--- config.mk ---
export PLATFORM = sky130hd
export DESIGN_NAME = lc3_regfile_banked
export DESIGN_NICKNAME = d
export VERILOG_FILES = /design/src/rtl/lc3_regfile_banked.sv
export SDC_FILE = /design/constraint.sdc
export NUM_CORES = 1
export LEC_CHECK = 0
export ABC_AREA = 0
export BUFFER_PORTS_ARGS = -buffer_cell sky130_fd_sc_hd__buf_2
export CAP_MARGIN = 20
export CORE_MARGIN = 2
export CORE_UTILIZATION = 31
export CTS_CLUSTER_DIAMETER = 60
export DETAILED_ROUTE_END_ITERATION = 12
export SETUP_SLACK_MARGIN = 0.05
export SKIP_LAST_GASP = 1
export SYNTH_ARGS = -nofsm -noshare
export SYNTH_HDL_FRONTEND = slang
export SYNTH_SLANG_ARGS = --single-unit
--- constraint.sdc ---
create_clock -name Clk -period 8.9 [get_ports Clk]
set_input_delay 1.78 -clock Clk [delete_from_list [all_inputs] [get_ports Clk]]
set_output_delay 1.78 -clock Clk [all_outputs]
set_load 0.01 [all_outputs]
--- src/rtl/lc3_regfile_banked.sv ---
// Banked LC-3 register file: NREG x WIDTH, two combinational read ports, one write port, busy scoreboard.
// Latency: reads and the optional write bypass are combinational; writes, busy and swap state update on the Clk edge.
// Backpressure: SWAP_BUSY marks a stack-pointer swap in progress; new swap requests are ignored while it is high.
module lc3_regfile_banked #(
    parameter int               WIDTH    = 16,
    parameter int               NREG     = 8,
    parameter int               AW       = $clog2(NREG),
    parameter int               SP_INDEX = 6,
    parameter logic [WIDTH-1:0] SSP_INIT = WIDTH'(16'h3000),
    parameter int               BYPASS   = 1
) (
    input  logic             Clk,
    input  logic             Reset,
    input  logic             LD_REG,
    input  logic [AW-1:0]    DR_ADDR,
    input  logic [WIDTH-1:0] WR_DATA,
    input  logic [AW-1:0]    SR1_ADDR,
    input  logic [AW-1:0]    SR2_ADDR,
    output logic [WIDTH-1:0] SR1_OUT,
    output logic [WIDTH-1:0] SR2_OUT,
    input  logic             ISSUE,
    input  logic [AW-1:0]    ISSUE_ADDR,
    output logic             SR1_BUSY,
    output logic             SR2_BUSY,
    input  logic             SWAP_REQ,
    input  logic             SWAP_TO_SUP,
    output logic             SWAP_BUSY,
    output logic             SUP_MODE
);

    typedef enum logic [1:0] {S_IDLE, S_WAIT, S_SAVE, S_LOAD} swap_state_t;

    localparam logic [AW-1:0] SP_A = AW'(SP_INDEX);

    logic [WIDTH-1:0] regs [NREG];
    logic [NREG-1:0]  busy;
    logic [WIDTH-1:0] usp_save;
    logic [WIDTH-1:0] ssp_save;
    logic             sup_mode;
    swap_state_t      state;
    swap_state_t      state_nxt;

    logic xfer;
    logic wr_en;
    logic iss_en;
    logic hit1;
    logic hit2;

    // While the SP is being saved/loaded, the swap owns R[SP]: external writes and claims to it are dropped.
    assign xfer   = (state == S_SAVE) || (state == S_LOAD);
    assign wr_en  = LD_REG && !(xfer && (DR_ADDR == SP_A));
    assign iss_en = ISSUE && !(xfer && (ISSUE_ADDR == SP_A));

    // Only a write that will really land is forwarded, so a dropped SP write never shows on a read port.
    assign hit1 = (BYPASS != 0) && wr_en && (DR_ADDR == SR1_ADDR);
    assign hit2 = (BYPASS != 0) && wr_en && (DR_ADDR == SR2_ADDR);

    assign SR1_OUT   = hit1 ? WR_DATA : regs[SR1_ADDR];
    assign SR2_OUT   = hit2 ? WR_DATA : regs[SR2_ADDR];
    assign SR1_BUSY  = hit1 ? 1'b0 : busy[SR1_ADDR];
    assign SR2_BUSY  = hit2 ? 1'b0 : busy[SR2_ADDR];
    assign SWAP_BUSY = (state != S_IDLE);
    assign SUP_MODE  = sup_mode;

    // Swap sequencing: accept a real mode change, wait out a pending SP writer, then save and load.
    always_comb begin
        state_nxt = state;
        case (state)
            S_IDLE: if (SWAP_REQ && (SWAP_TO_SUP != sup_mode))
                        state_nxt = busy[SP_A] ? S_WAIT : S_SAVE;
            S_WAIT: if (!busy[SP_A]) state_nxt = S_SAVE;
            S_SAVE: state_nxt = S_LOAD;
            S_LOAD: state_nxt = S_IDLE;
            default: state_nxt = S_IDLE;
        endcase
    end

    // Swap state register.
    always_ff @(posedge Clk or posedge Reset) begin
        if (Reset) state <= S_IDLE;
        else       state <= state_nxt;
    end

    // Register array, scoreboard and banked stack pointers; the target mode is always the opposite of sup_mode.
    always_ff @(posedge Clk or posedge Reset) begin
        if (Reset) begin
            for (int i = 0; i < NREG; i++) regs[i] <= '0;
            busy     <= '0;
            usp_save <= '0;
            ssp_save <= SSP_INIT;
            sup_mode <= 1'b0;
        end else begin
            if (wr_en) begin
                regs[DR_ADDR] <= WR_DATA;
                busy[DR_ADDR] <= 1'b0;
            end
            // Placed after the clear so a same-cycle claim on the written register keeps it busy.
            if (iss_en) busy[ISSUE_ADDR] <= 1'b1;
            if (state == S_SAVE) begin
                if (!sup_mode) usp_save <= regs[SP_A];
                else           ssp_save <= regs[SP_A];
            end
            if (state == S_LOAD) begin
                regs[SP_A] <= sup_mode ? usp_save : ssp_save;
                sup_mode   <= ~sup_mode;
            end
        end
    end

endmodule
==> results.py, run 1 <==
metrics = {
    "run_status": {
        "status": "finished clean",
    },
    "drt": {
        "wirelength_mm": 23.69,
        "avgViaCountPerCell": 5.291,
        "ant_nets": 0,
        "drc": 0,
        "vias": 5709,
        "wl_per_cell_um": 21.96,
        "first_pass_iters": 5,
        "drt_iter0_drc": 424,
    },
    "cells_and_area": {
        "fin_util_pct": 35.54,
        "drive_gt1_share_pct": 55.49,
        "nets": 709,
        "diodes": 0,
        "syn_to_final_growth_pct": 12.71,
        "final_cell_count_no_fill": 1079,
    },
    "timing": {
        "timing.hold.ws_ps": 504.7,
        "setup_viol": 0,
        "tightest_slew_ps": 1010,
        "fmax_mhz": 176.4,
        "relSlewSlack_pct": 32.29,
        "finalMaxSlewViolations": 0,
        "timing.setup.tns_ps": 0,
        "rsz0062_at_grt": "false",
        "period_minus_slack_ps": 5669,
        "hold_viol": 0,
        "skew_ps": 6.940,
        "period_share_pct": 63.70,
    },
    "yosys": {
        "yosysWarnings": 0,
        "synth_top_family_by_area": "multiplexers",
        "syn_avg_cell_area_um2": 15.55,
        "synthCells": 622,
        "synth_xor_area_share_pct": 0.7245,
        "syn_area_um2": 9671,
        "ys_types": 37,
        "synth_compound_area_share_pct": 0.9316,
        "yosysSeqAreaShare_pct": 44.27,
        "muxShareOfSynthArea_pct": 46.75,
        "syn-num-nets": 661,
        "yosys.area_share.adder_pct": 0.6469,
        "synthSimpleGateAreaFrac_pct": 2.031,
        "synth_seq_cells": 171,
    },
    "clock_tree": {
        "ctsResizeCount": 0,
        "insertion_delay_ps": 430,
        "cts_max_path_buffers": 2,
        "cts_inserted_buffers": 17,
        "cts_tree": "done",
        "numClockSinks": 171,
        "cts-root-buf": "clkbuf_16",
        "post-cts-setup-buffers": 0,
        "cts-hold-fix-buffers": 0,
        "path_clk_slew_ps": 70,
        "htreeDepth": 4,
    },
    "power": {
        "finalPower_uw": 2872,
        "p_leak_uw": 0.004771,
        "ir_drop_mv": 0.1354,
        "power.density_nw_per_um2": 263.5,
    },
    "worst_setup_path": {
        "worst_setup_path_end_kind": "primary output",
        "path_cells": "buf_2 -> buf_4 -> xor2_1 -> nor4_4 -> buf_4 -> mux2_2 -> buf_2",
        "path_max_fanout": 24,
        "worst-setup-path-type": "in2out",
        "critPathLaunchType": "primary input",
        "slowest_stage": "buf_4",
        "critical-path-max-stage-delay_ps": 430,
        "arrival_ps": 3890,
        "required_ps": 7120,
    },
    "global_route": {
        "grt_use_total_pct": 15.18,
        "grt_max_degree": 68,
        "grt_overflow": 0,
        "antenna_found_initial": 0,
        "grt_pass1_wl_mm": 37.92,
        "grt_pass1_vias": 6074,
    },
    "placed_design": {
        "io_buffers": 69,
        "dp.cells": 1047,
        "dp_hpwl_mm": 14.26,
        "gp_congestion": 0.7226,
    },
    "floorplan": {
        "core_area_um2": 30670,
        "design.portCount": 70,
        "die_h_um": 180.6,
        "fp-row-count": 64,
        "start_util_pct": 31.53,
        "die_w_um": 180.6,
        "dieArea_um2": 32620,
    },
    "run": {
        "max-cap-violations": 0,
    },
    "worst_hold_path": {
        "hold_class": "reg2reg",
    },
}
==> power by group <==
| part | switching [uW] | total (uW) | internal, uW |
|---|---|---|---|
| registers | 154 | 1150 | 1000 |
| logic | 381 | 896 | 515 |
| clock network | 326 | 822 | 496 |
==> worst max-delay path, delay by kind of cell <==
kind | cells | cell delay [ps]
AND/OR/NAND/NOR | 1 | 280
multiplexers | 1 | 390
buffers and inverters | 4 | 1230
XOR/XNOR | 1 | 170
==> path summary, 6_finish.rpt <==
path / start / endpoint / slack (ps) / cells past startpoint
hold reg to reg: ssp_save[10] / ssp_save[10] / 500 / 1
hold / removal: ssp_save[10] / ssp_save[10] / 500 / 1
setup / recovery: SR1_ADDR[1] / SR1_OUT[0] / 3230 / 7
max in group asynchronous: Reset / busy[5] / 6240 / 3
min in group asynchronous: Reset / regs[95] / 1390 / 2
setup reg to reg: state[0] / regs[22] / 6380 / 7
==> per-layer routing <==
metal	wire (um)	part of all wire, %	GRT usage [%]
met1	11440	48	21.80
met2	10990	46	23.51
met3	1108	4.7	3.577
met4	153	0.65	2.935
met5	0	0	0
==> synth_stat cells <==
cell / n / area [um2]
nand3_1: 1 / 5.000
inv_1: 10 / 37.54
a21o_1: 1 / 7.510
mux4_4: 2 / 50.05
dfrtp_1: 169 / 4229
nor4_4: 2 / 42.54
nor2b_1: 3 / 18.77
clkbuf_8: 5 / 68.82
dfstp_2: 2 / 52.55
mux2_2: 208 / 2342
buf_1: 2 / 7.510
nor3b_2: 1 / 12.51
nor2_1: 2 / 7.510
xor2_1: 8 / 70.07
buf_4: 1 / 7.510
o31ai_4: 1 / 21.27
o21ai_0: 3 / 15.01
mux4_2: 39 / 878.3
clkbuf_1: 18 / 67.56
clkdlybuf4s15_1: 4 / 40.04
nand4_1: 2 / 12.51
a21oi_1: 1 / 5.000
nand4b_1: 1 / 8.760
buf_6: 12 / 135.1
nand2_1: 9 / 33.78
nor2_4: 1 / 11.26
nand2b_1: 2 / 12.51
o22ai_1: 1 / 6.260
and2_1: 1 / 6.260
nor3_1: 1 / 5.000
ha_1: 5 / 62.56
mux4_1: 27 / 709.4
a22o_1: 1 / 8.760
nor3_2: 2 / 20.02
buf_2: 17 / 85.08
o32ai_1: 3 / 26.28
mux2i_1: 54 / 540.5
==> through the flow <==
stage	area [um2]	setup slack, ps
after floorplan	9671	2492
after global placement	10250	3255
after detailed placement	10250	3207
after CTS	10900	3201
after global routing	10900	3152
final	10900	3231
==> layout make-up <==
class	instances	area (um2)
inverters	10	42.54
repair buffers	88	488.0
multi-input cells	382	4940
clock inverters	12	185.2
flip-flops and latches	171	4282
fillers	2954	19770
well taps	396	495.5
clock buffers	20	466.7
==> cells in the final DEF (no fill, tap or decap), types with 2 or more instances in the layout <==
master	Yosys	routed
clkbuf_8	5	3
mux2i_1	54	54
dfstp_2	2	2
buf_4	1	19
nor4_4	2	2
dfrtp_1	169	169
xor2_1	8	8
nand2b_1	2	2
nand2_1	9	9
bufinv_16	0	4
mux4_4	2	2
inv_6	0	3
o32ai_1	3	3
o21ai_0	3	3
inv_1	10	9
ha_1	5	5
mux2_2	208	208
nand4_1	2	2
clkbuf_16	0	17
nor2_1	2	2
clkinvlp_4	0	3
buf_2	17	69
nor3_2	2	2
mux4_1	27	27
nor2b_1	3	3
mux4_2	39	39
==> flip-flops by register name, summed over array words and instances, names as in the netlist <==
name and flops:
ssp_save 16, usp_save 16, regs 128, busy 8
SUP_MODE 1, state 2
==> logic make-up (layout without fill, tap and decap cells) <==
family,after synthesis,after routing
DFF,171,171
adders and majority gates,5,5
and+or+nand+nor,28,28
muxes,330,330
AOI/OAI and AO/OA,11,11
buffers and inverters,69,130
xor gates and xnor gates,8,8
Note: power is estimated with default switching activity, not from simulation.
==> inputs of run 2 (changes only) <==
ABC_AREA = 1   (was 0)
clock period = 5.4 ns   (was 8.9 ns; I/O delays follow)
==> run 2 against run 1 <==
  * Routed wire length up 37%
  * Critical path depth increased by 1
  * Via count is 72% higher
  * Largest power group unchanged
==> results.py, run 2 <==
metrics = {
    "run_status": {
        "status": "finished clean",
    },
    "yosys": {
        "ys_types": 26,
        "synth.most_common_cell": "nand2_1",
        "synth_top_area_cell": "dfrtp_1",
        "ys.flop_type": "dfrtp_1",
        "synthTopCellsByCount": "637 x nand2_1, 201 x nand3_1, 180 x o21ai_0",
        "syn_area_um2": 10100,
        "syn-num-nets": 1567,
        "synthTopCellsByArea": "dfrtp_1 42%, nand2_1 24%, nand3_1 10%, o21ai_0 8.9%, inv_1 6.0%",
        "synth_seq_cells": 171,
        "async_reset_ff_share_pct": 100.0,
        "synthCells": 1528,
        "yosysSeqAreaShare_pct": 42.37,
        "syn_avg_cell_area_um2": 6.613,
        "synth_edf_count": 0,
        "synth_top_area_share_pct": 41.85,
        "yosysWarnings": 0,
    },
    "global_route": {
        "grt_overflow": 0,
        "antenna_found_initial": 1,
        "grt_pass1_vias": 9160,
        "grt_max_degree": 73,
        "grt_pass1_wl_mm": 52.08,
        "grt_use_total_pct": 19.76,
    },
    "drt": {
        "drt_iter0_drc": 933,
        "drc": 0,
        "vias": 9803,
        "first_pass_iters": 5,
        "ant_nets": 0,
        "avgViaCountPerCell": 4.889,
        "wl_per_cell_um": 16.20,
        "wirelength_mm": 32.49,
    },
    "clock_tree": {
        "numClockSinks": 171,
        "cts-root-buf": "clkbuf_16",
        "cts_max_path_buffers": 2,
        "path_clk_slew_ps": 70,
        "cts_inserted_buffers": 17,
        "cts-hold-fix-buffers": 0,
        "cts_tree": "done",
        "insertion_delay_ps": 450,
        "post-cts-setup-buffers": 0,
        "htreeDepth": 4,
        "ctsResizeCount": 0,
    },
    "timing": {
        "period_minus_slack_ps": 3989,
        "skew_ps": 12.36,
        "finalMaxSlewViolations": 0,
        "fmax_mhz": 250.7,
        "period_share_pct": 73.87,
        "relSlewSlack_pct": 38.83,
        "hold_viol": 0,
        "rsz0062_at_grt": "false",
        "setup_viol": 0,
        "timing.setup.tns_ps": 0,
        "tightest_slew_ps": 915.3,
    },
    "floorplan": {
        "core_area_um2": 32290,
        "start_util_pct": 31.30,
        "dieArea_um2": 34060,
        "die_w_um": 184.5,
        "fp-row-count": 66,
        "die_h_um": 184.5,
        "design.portCount": 70,
    },
    "worst_setup_path": {
        "critical-path-max-stage-delay_ps": 470,
        "path_max_fanout": 17,
        "worst_setup_path_end_kind": "primary output",
        "worst-setup-path-type": "reg2out",
        "slowest_stage": "nand3_2",
        "crit_path_end": "SR2_OUT[11]",
        "cp-startpoint": "state[0]",
        "arrival_ps": 2910,
        "reg2reg_depth": 6,
        "r2r-end": "busy[5]",
        "crit_path_frequent_cell": "nand2_1",
        "path_cells": "ha_1 -> inv_4 -> nand2_2 -> a21boi_4 -> nand3_2 -> nand2_1 -> nand2_1 -> buf_2",
        "required_ps": 4320,
        "critPathLaunchType": "flop",
        "regToRegStartpoint": "state[1]",
        "r2r_slack_ps": 3420,
    },
    "placed_design": {
        "gp_congestion": 0.9048,
        "io_buffers": 69,
        "dp_hpwl_mm": 21.64,
    },
    "power": {
        "p_leak_uw": 0.005962,
        "power.density_nw_per_um2": 401.1,
        "ir_drop_mv": 0.1894,
    },
    "cells_and_area": {
        "fin_util_pct": 35.43,
        "drive_gt1_share_pct": 9.731,
        "layout_common_cells": "637 x nand2_1, 199 x nand3_1, 180 x o21ai_0, 169 x dfrtp_1, 159 x inv_1",
        "nets": 1588,
        "largest_reg_flops": 128,
        "final_common_cell": "nand2_1",
        "syn_to_final_growth_pct": 13.20,
        "reg_top3": "regs x128, ssp_save x16, usp_save x16",
        "top_register": "regs",
        "nFillCells": 3459,
        "multi_input_area_um2": 4790,
        "final-seq-area_um2": 4282,
    },
    "worst_hold_path": {
        "whs_path_depth": 2,
        "hold_class": "reg2reg",
    },
    "run": {
        "max-cap-violations": 0,
    },
}
[run 2: changes by cell type in the layout (fill, tap and decap cells not counted), moves of 8 or more]
cell     delta
nand2_2     +8
nor2_1     +39
o21ai_0   +177
mux4_2     -39
mux4_1     -27
inv_1     +150
nand3_1   +198
mux2_2    -208
nand2_1   +628
mux2i_1    -54
[run 2: final cells by class]
class                      count  area share (%)
antenna                        1         0.02188
clock buffer                  18           3.839
clock inverter                14           1.510
inverter                     170           5.633
multi-input combinational   1097           41.87
sequential                   171           37.43
tap                          442           4.835
timing repair buffer          92           4.857
[run 2: worst max-delay path: cells and delay by family (launching register included)]
family / cells / cell delay [ps]
AOI/OAI and AO/OA: 1 / 420
and+or+nand+nor: 4 / 940
adders and majority gates: 1 / 330
DFF: 1 / 410
buffers and inverters: 2 / 360
[run 2: worst min path at each step]
| stage | start | to | slack (ps) |
|---|---|---|---|
| after floorplan | usp_save[15] | usp_save[15] | 450 |
| after global placement | usp_save[15] | usp_save[15] | 460 |
| after detailed placement | usp_save[8] | usp_save[8] | 470 |
| after CTS | ssp_save[14] | ssp_save[14] | 490 |
| after global routing | usp_save[13] | usp_save[13] | 510 |
| final | usp_save[3] | usp_save[3] | 490 |
[run 2: per-layer routing]
metal  wire, um  up-vias  global-route usage (%)
met5          0        -                       0
met4       1029        0                   8.256
met3       2047       63                   3.221
met2      15110      368                   31.34
met1      14300     4557                   26.71
li1           -     4815                       -
[run 2: logic make-up (layout without fill, tap and decap cells)]
group	after synthesis	in the layout	synth area share, %
and+or+nand+nor	898	898	36.56
buffers and inverters	260	294	10.35
AOI/OAI and AO/OA	189	189	9.658
DFF	171	171	42.37
adders and majority gates	5	5	0.6191
xor gates and xnor gates	5	5	0.4334
other	0	1	0
[run 2: power by group]
part           internal, uW  switching (uW)  total [uW]
combinational           467             926        1390
clock                   715             586        1300
sequential             1640             255        1890
[run 2: per-stage QoR]
stage / worst slack (ps) / hold slack (ps) / area, um2 / instances / power, uW
2_1_floorplan: 2139 / 447.8 / 10110 / 1528 / 2854
3_3_place_gp: 1478 / 460.5 / 10800 / 1971 / 3258
3_5_place_dp: 1448 / 467.8 / 10800 / 1971 / 3290
4_1_cts: 1382 / 485.9 / 11420 / 2003 / 4603
5_1_grt: 1193 / 510.9 / 11440 / 2005 / 4928
6_report: 1411 / 485.5 / 11440 / 2005 / 4588
